**src/rtl/instr_fetch_arbiter_pkg.sv**
```systemverilog
// Shared types and sizes for the instruction fetch arbiter and its peers.
// Constants only; no logic, latency or backpressure of its own.
package instr_fetch_arbiter_pkg;

    localparam int NUM_SM = 4;
    localparam int ADDR_W = 5;
    localparam int DATA_W = 16;

    typedef enum logic [1:0] {
        ST_HALTED,
        ST_RUN,
        ST_DRAIN
    } arb_state_t;

    function automatic int idx_w(input int n);
        return (n > 1) ? $clog2(n) : 1;
    endfunction

endpackage

```
**src/rtl/instr_fetch_arbiter_if.sv**
```systemverilog
// Host, FSM-fetch and regfile signals of the fetch arbiter in one bundle.
// slave = arbiter view; master = host/FSM/regfile environment view.
interface instr_fetch_arbiter_if #(
    parameter int NUM_SM = instr_fetch_arbiter_pkg::NUM_SM,
    parameter int ADDR_W = instr_fetch_arbiter_pkg::ADDR_W,
    parameter int DATA_W = instr_fetch_arbiter_pkg::DATA_W
);
    logic              host_halt;
    logic              halted;
    logic              host_wr_req;
    logic [ADDR_W-1:0] host_wr_addr;
    logic [DATA_W-1:0] host_wr_data;
    logic              host_wr_ack;
    logic [NUM_SM-1:0] sm_req;
    logic [ADDR_W-1:0] sm_addr [NUM_SM];
    logic [NUM_SM-1:0] sm_gnt;
    logic [NUM_SM-1:0] sm_rvalid;
    logic [DATA_W-1:0] sm_rdata;
    logic [ADDR_W-1:0] read_addr;
    logic [DATA_W-1:0] instr_out;
    logic [ADDR_W-1:0] write_addr;
    logic [DATA_W-1:0] instr_in;
    logic              write_en;

    modport slave (
        input  host_halt, host_wr_req, host_wr_addr, host_wr_data,
        input  sm_req, sm_addr, instr_out,
        output halted, host_wr_ack, sm_gnt, sm_rvalid, sm_rdata,
        output read_addr, write_addr, instr_in, write_en
    );

    modport master (
        output host_halt, host_wr_req, host_wr_addr, host_wr_data,
        output sm_req, sm_addr, instr_out,
        input  halted, host_wr_ack, sm_gnt, sm_rvalid, sm_rdata,
        input  read_addr, write_addr, instr_in, write_en
    );

endinterface

```
**src/rtl/instr_fetch_arbiter_rr_arbiter.sv**
```systemverilog
// Round-robin one-hot grant over the FSM fetch requests; grant is combinational.
// Unserved requesters simply stay asserted; pointer moves past each winner.
module instr_fetch_arbiter_rr_arbiter
    import instr_fetch_arbiter_pkg::*;
#(
    parameter  int N  = NUM_SM,
    localparam int IW = idx_w(N)
) (
    input  logic          clk,
    input  logic          rst,
    input  logic          i_en,
    input  logic [N-1:0]  i_req,
    output logic [N-1:0]  o_gnt,
    output logic [IW-1:0] o_idx,
    output logic          o_any
);

    logic [IW-1:0] r_ptr;
    logic [N-1:0]  w_gnt;
    logic [IW-1:0] w_idx;
    logic          w_any;
    int            w_cand;

    // Scan from the pointer upward, wrapping; first requester found wins.
    always_comb begin
        w_gnt  = '0;
        w_idx  = '0;
        w_any  = 1'b0;
        w_cand = 0;
        for (int k = 0; k < N; k++) begin
            w_cand = (int'(r_ptr) + k) % N;
            if (i_en && !w_any && i_req[w_cand[IW-1:0]]) begin
                w_any = 1'b1;
                w_idx = w_cand[IW-1:0];
            end
        end
        if (w_any) begin
            w_gnt[w_idx] = 1'b1;
        end
    end

    always_ff @(posedge clk) begin
        if (!rst) begin
            r_ptr <= '0;
        end else if (w_any) begin
            r_ptr <= (w_idx == IW'(N - 1)) ? '0 : w_idx + IW'(1);
        end
    end

    assign o_gnt = w_gnt;
    assign o_idx = w_idx;
    assign o_any = w_any;

endmodule

```
**src/rtl/instr_fetch_arbiter.sv**
```systemverilog
// Shares the regfile read port among the FSMs and gates host program writes behind halt/drain.
// Grant same cycle as request, rvalid/rdata one cycle later; host writes wait (no ack) until HALTED.
module instr_fetch_arbiter #(
    parameter int NUM_SM = instr_fetch_arbiter_pkg::NUM_SM,
    parameter int ADDR_W = instr_fetch_arbiter_pkg::ADDR_W,
    parameter int DATA_W = instr_fetch_arbiter_pkg::DATA_W
) (
    input  logic                 clk,
    input  logic                 rst,
    instr_fetch_arbiter_if.slave bus
);
    import instr_fetch_arbiter_pkg::*;

    localparam int IW = idx_w(NUM_SM);

    arb_state_t        r_state;
    logic [NUM_SM-1:0] r_rvalid;
    logic [ADDR_W-1:0] r_last_addr;
    logic [NUM_SM-1:0] w_gnt;
    logic [IW-1:0]     w_idx;
    logic              w_any;
    logic              w_run;
    logic              w_wr_ok;

    assign w_run   = rst && (r_state == ST_RUN);
    assign w_wr_ok = rst && (r_state == ST_HALTED) && bus.host_wr_req;

    instr_fetch_arbiter_rr_arbiter #(
        .N (NUM_SM)
    ) u_arb (
        .clk   (clk),
        .rst   (rst),
        .i_en  (w_run),
        .i_req (bus.sm_req),
        .o_gnt (w_gnt),
        .o_idx (w_idx),
        .o_any (w_any)
    );

    // Address is steered straight through on a grant so the regfile answers next cycle.
    assign bus.sm_gnt     = w_gnt;
    assign bus.read_addr  = w_any ? bus.sm_addr[w_idx] : r_last_addr;
    assign bus.sm_rvalid  = r_rvalid;
    assign bus.sm_rdata   = (|r_rvalid) ? bus.instr_out : {DATA_W{1'b0}};

    assign bus.host_wr_ack = w_wr_ok;
    assign bus.write_en    = w_wr_ok;
    assign bus.write_addr  = bus.host_wr_addr;
    assign bus.instr_in    = bus.host_wr_data;
    assign bus.halted      = (r_state == ST_HALTED);

    always_ff @(posedge clk) begin
        if (!rst) begin
            r_state     <= ST_HALTED;
            r_rvalid    <= '0;
            r_last_addr <= '0;
        end else begin
            r_rvalid <= w_gnt;
            if (w_any) begin
                r_last_addr <= bus.sm_addr[w_idx];
            end
            // DRAIN lasts exactly one cycle so the final grant's data is delivered first.
            case (r_state)
                ST_HALTED: r_state <= bus.host_halt ? ST_HALTED : ST_RUN;
                ST_RUN:    r_state <= bus.host_halt ? ST_DRAIN : ST_RUN;
                ST_DRAIN:  r_state <= ST_HALTED;
                default:   r_state <= ST_HALTED;
            endcase
        end
    end

endmodule

```
**src/flat_wrapper.sv**
```systemverilog
// flat-port wrapper written by rule: the top's interface ports become plain ports
module instr_fetch_arbiter_flat import instr_fetch_arbiter_pkg::*;
#(
    parameter int NUM_SM = instr_fetch_arbiter_pkg::NUM_SM,
    parameter int ADDR_W = instr_fetch_arbiter_pkg::ADDR_W,
    parameter int DATA_W = instr_fetch_arbiter_pkg::DATA_W
)
  (clk, rst, bus_host_halt, bus_host_wr_req, bus_host_wr_addr, bus_host_wr_data, bus_sm_req, bus_sm_addr, bus_instr_out, bus_halted, bus_host_wr_ack, bus_sm_gnt, bus_sm_rvalid, bus_sm_rdata, bus_read_addr, bus_write_addr, bus_instr_in, bus_write_en);
  instr_fetch_arbiter_if #(.NUM_SM(NUM_SM), .ADDR_W(ADDR_W), .DATA_W(DATA_W)) bus_i ();
  input  logic clk;
  input  logic rst;
  input wire logic [$bits(bus_i.host_halt)-1:0] bus_host_halt;
  input wire logic [$bits(bus_i.host_wr_req)-1:0] bus_host_wr_req;
  input wire logic [$bits(bus_i.host_wr_addr)-1:0] bus_host_wr_addr;
  input wire logic [$bits(bus_i.host_wr_data)-1:0] bus_host_wr_data;
  input wire logic [$bits(bus_i.sm_req)-1:0] bus_sm_req;
  input wire logic [$bits(bus_i.sm_addr)-1:0] bus_sm_addr;
  input wire logic [$bits(bus_i.instr_out)-1:0] bus_instr_out;
  output wire logic [$bits(bus_i.halted)-1:0] bus_halted;
  output wire logic [$bits(bus_i.host_wr_ack)-1:0] bus_host_wr_ack;
  output wire logic [$bits(bus_i.sm_gnt)-1:0] bus_sm_gnt;
  output wire logic [$bits(bus_i.sm_rvalid)-1:0] bus_sm_rvalid;
  output wire logic [$bits(bus_i.sm_rdata)-1:0] bus_sm_rdata;
  output wire logic [$bits(bus_i.read_addr)-1:0] bus_read_addr;
  output wire logic [$bits(bus_i.write_addr)-1:0] bus_write_addr;
  output wire logic [$bits(bus_i.instr_in)-1:0] bus_instr_in;
  output wire logic [$bits(bus_i.write_en)-1:0] bus_write_en;
  assign bus_i.host_halt = bus_host_halt;
  assign bus_i.host_wr_req = bus_host_wr_req;
  assign bus_i.host_wr_addr = bus_host_wr_addr;
  assign bus_i.host_wr_data = bus_host_wr_data;
  assign bus_i.sm_req = bus_sm_req;
  assign bus_i.sm_addr = {>>{bus_sm_addr}};
  assign bus_i.instr_out = bus_instr_out;
  assign bus_halted = bus_i.halted;
  assign bus_host_wr_ack = bus_i.host_wr_ack;
  assign bus_sm_gnt = bus_i.sm_gnt;
  assign bus_sm_rvalid = bus_i.sm_rvalid;
  assign bus_sm_rdata = bus_i.sm_rdata;
  assign bus_read_addr = bus_i.read_addr;
  assign bus_write_addr = bus_i.write_addr;
  assign bus_instr_in = bus_i.instr_in;
  assign bus_write_en = bus_i.write_en;
  instr_fetch_arbiter #(.NUM_SM(NUM_SM), .ADDR_W(ADDR_W), .DATA_W(DATA_W)) u_core (.clk(clk), .rst(rst), .bus(bus_i));
endmodule
```
**config.mk**
```make
export PLATFORM = sky130hd
export DESIGN_NAME = instr_fetch_arbiter_flat
export DESIGN_NICKNAME = d
export VERILOG_FILES = /design/src/rtl/instr_fetch_arbiter_pkg.sv /design/src/rtl/instr_fetch_arbiter_if.sv /design/src/rtl/instr_fetch_arbiter_rr_arbiter.sv /design/src/rtl/instr_fetch_arbiter.sv /design/src/flat_wrapper.sv
export SDC_FILE = /design/constraint.sdc
export NUM_CORES = 1
export LEC_CHECK = 0
export BUFFER_PORTS_ARGS = -buffer_cell sky130_fd_sc_hd__buf_4
export CAP_MARGIN = 25
export CORE_MARGIN = 2
export CORE_UTILIZATION = 33
export CTS_CLUSTER_SIZE = 25
export DETAILED_ROUTE_END_ITERATION = 12
export GPL_TIMING_DRIVEN = 1
export PLACE_DENSITY = 0.76
export SYNTH_ARGS = -nofsm -noshare
export SYNTH_HDL_FRONTEND = slang
export SYNTH_HIERARCHICAL = 1
export SYNTH_SLANG_ARGS = --single-unit
```
**constraint.sdc**
```tcl
create_clock -name clk -period 5.3 [get_ports clk]
set_clock_uncertainty 0.05 [all_clocks]
set_input_delay 0.53 -clock clk [delete_from_list [all_inputs] [get_ports clk]]
set_output_delay 0.53 -clock clk [all_outputs]
set_load 0.02 [all_outputs]
```
==> metrics <==
reg-to-reg startpoint u_core/r_state[1]$_SDFF_PN0_; Slew @ Worst Pin 0.6615 ns; Max-slew headroom approximately 56%; switching power between 0.06 and 0.07 mW; slowest stage delay, CP roughly 0.54 ns; R2R Path End u_core/r_last_addr[1]$_SDFF_PN0_; Detailed Routing Iterations Pass 1 4; chip width between 60 and 70 microns; hold depth 2; first-pass GRT wire length roughly 4700 microns; area of the multi-input gates 681.9 sq um; port bufs 75; flop-to-flop setup slack roughly 3.4 ns; Mapped Avg Cell Area 8.964 sq um; Tot GR Track Use between 10% and 20%; # diodes 0; top cells by area, synth dfxtp_1 23%, buf_4 15%, mux2i_1 9.6%; RSZ-0062 raised after global routing no; worst hold path class input pin to register; hold_buf cts 0; Setup crit end kind output pin; Vias around 1100; fraction of registers with async set or reset after synthesis 0%; FF+latch count, synth 13; die area roughly 0.0040 sq mm; simple-gate portion of the synthesized area ~30%; share of cells above drive strength 1 between 50% and 60%; setup TNS 0 ns; Setup violations, final 0; Num CTS Buffers 3; initial DRC count 30; cell mode on critical path buf_4; vias in the first global route a little over 1000; largest net degree at the start of global routing 22; clk buf depth 2; CP delay by family, top compound AO/OA/AOI/OAI gates; pre-CTS setup slack 2.517 ns; clk sink count 13; H-tree Lvls 1; Clock Latency Late Sink 0.28 ns; XOR/XNOR Fraction of Synth Area 0%; synthesis-to-finish area growth 39.15%; largest family of logic cells by synthesized area simple AND/OR/NAND/NOR gates; Leak ~0.76 nW; post-synth top area cell dfxtp_1; Reg clk slew, reported paths roughly 0.080 ns; fin cells ~230; Int Power around 0.17 mW; setup ws final around 2.5 ns; Final Util ~48%; Routed Antenna Nets 0; Max VDD drop a little under 0.00007 V; Post-Synth Adder-Cell Area between 4 and 5%; fin nets 250; sequential power share 43.5%; switching share of power between 20% and 30%; Post-DP HPWL around 2400 microns; minimum clock period 2.799 ns; routed length per instance 13.05 microns; WL final between 2000 and 3000 microns; CP max-delay cell o41a_1; Root Driver clkbuf_4; fin crit share between 50% and 60%; Synth top area share 22.68%; Avg Vias per Cell around 5; Final Power approximately 0.24 mW; fmax around 360 MHz; Post-synth top flop dfxtp_1; YS warnings 6; kind of critical path input pin to output pin; Cell Rows 21; Post-Syn Nets between 150 and 200; Bufs and invs on worst path 2; Post-Syn Area around 0.0011 sq mm; synth unique cells 29; post-synthesis mux area share under 10%; core area roughly 0.0033 sq mm; Register Area 260.3 sq um; Critical Path RT between 4 and 5 ns; Hold Path End u_core/r_state[0]$_SDFF_PN0_; crit path launch type input pin; sequential area share after synthesis between 20% and 30%; crit path DAT 2.22 ns; Register-to-Register Path Depth 4; combinational share of power 29.4%; clock network fraction of total power 27.1%; complex-gate fraction of the synthesized area between 10% and 20%; worst-path fanout max 21; Resize count post-CTS 0; gpl congestion approximately 0.79; Post-Syn Instances approximately 130; max-cap viol count 0; global route overflow 0; min-delay src bus_host_halt; initial antenna violation count 0; Critical Path, Cell by Cell buf_4, and3b_1, o41a_1, nand2_1, o221ai_1, buf_4; I/O Pins around 120; Die Y between 60 and 70 microns; final number of max-transition violations 0; layout filler cell count between 300 and 400; PwrDens approximately 150 mW/mm^2; dpl cells between 200 and 250; number of setup buffers added after CTS 0; drc violations 0; outcome complete, no violations; number of synthesized flops with an enable pin 0; final hold vios 0; CTS tree built; Starting Density 34.38%
kinds of logic after synthesis:
group,after synthesis
AOI/OAI and AO/OA,21
adders and majority gates,4
buffers and inverters,29
DFF,13
muxes,11
and+or+nand+nor,50
through the flow:
| step | area [sq um] | hold WS (ns) |
|---|---|---|
| after floorplan | 1147 | 0.3819 |
| after global placement | 1570 | 0.4088 |
| after detailed placement | 1570 | 0.4241 |
| after CTS | 1597 | 0.3459 |
| after global routing | 1597 | 0.3649 |
| final | 1597 | 0.3555 |
power by group through the flow:
stage / registers, mW / logic, mW / clock network (mW)
after detailed placement: 0.106 / 0.0700 / 0
after global routing: 0.104 / 0.0763 / 0.0687
final: 0.103 / 0.0697 / 0.0642
after floorplan: 0.105 / 0.0560 / 0
after CTS: 0.103 / 0.0703 / 0.0660
after global placement: 0.106 / 0.0696 / 0
placed cells by master, fill, tap and decap left out, types with 2 or more instances in the layout:
master,instances
o221ai_1,12
a21oi_1,3
dfxtp_1,13
clkbuf_4,3
buf_4,75
and2b_2,6
and2_2,3
o21a_1,2
nand2b_1,6
nand2_1,4
mux2i_1,11
o211a_1,2
inv_1,2
ha_1,4
nand3b_1,6
nor2b_1,10
and2_1,5
nor2_1,3
how the worst max path moves through the flow:
stage	start	end	slack, ns	cells after the start
after floorplan	bus_sm_req[0]	bus_read_addr[3]	2.97	6
after global placement	rst	bus_read_addr[4]	2.56	6
after detailed placement	rst	bus_read_addr[1]	2.52	6
after CTS	rst	bus_read_addr[1]	2.51	6
after global routing	rst	bus_read_addr[4]	2.26	6
final	rst	bus_read_addr[4]	2.50	6
layer usage:
layer  part of all wire [%]  up-vias  track usage [%]
met4                    1.3        0            5.278
met1                     38      494            16.45
li1                       -      542                -
met2                     49       59            24.47
met5                      0        -                0
met3                     12        6            5.045
registers in the layout (all words and copies together) (netlist names):
| signal | count |
|---|---|
| u_core/r_last_addr | 5 |
| u_core/bus.sm_rvalid | 4 |
| u_core/r_state | 2 |
| u_core/u_arb/r_ptr | 2 |
layout make-up:
type	instances	share of cell area, %
multi-input combinational	86	42.71
inverter	2	0.4702
sequential	13	16.30
tap	46	3.605
clock buffer	4	1.646
timing repair buffer	75	35.27
cells in the mapped netlist (2+ instances only):
master and count:
a21oi_1 3, and2_1 5, and2_2 3, and2b_2 6, buf_2 2, buf_4 23
dfxtp_1 13, ha_1 4, inv_1 2, mux2i_1 11, nand2_1 4, nand2b_1 6
nand3b_1 6, nor2_1 3, nor2b_1 10, o211a_1 2, o21a_1 2, o221ai_1 12
Power figures use the tool's default switching activity.
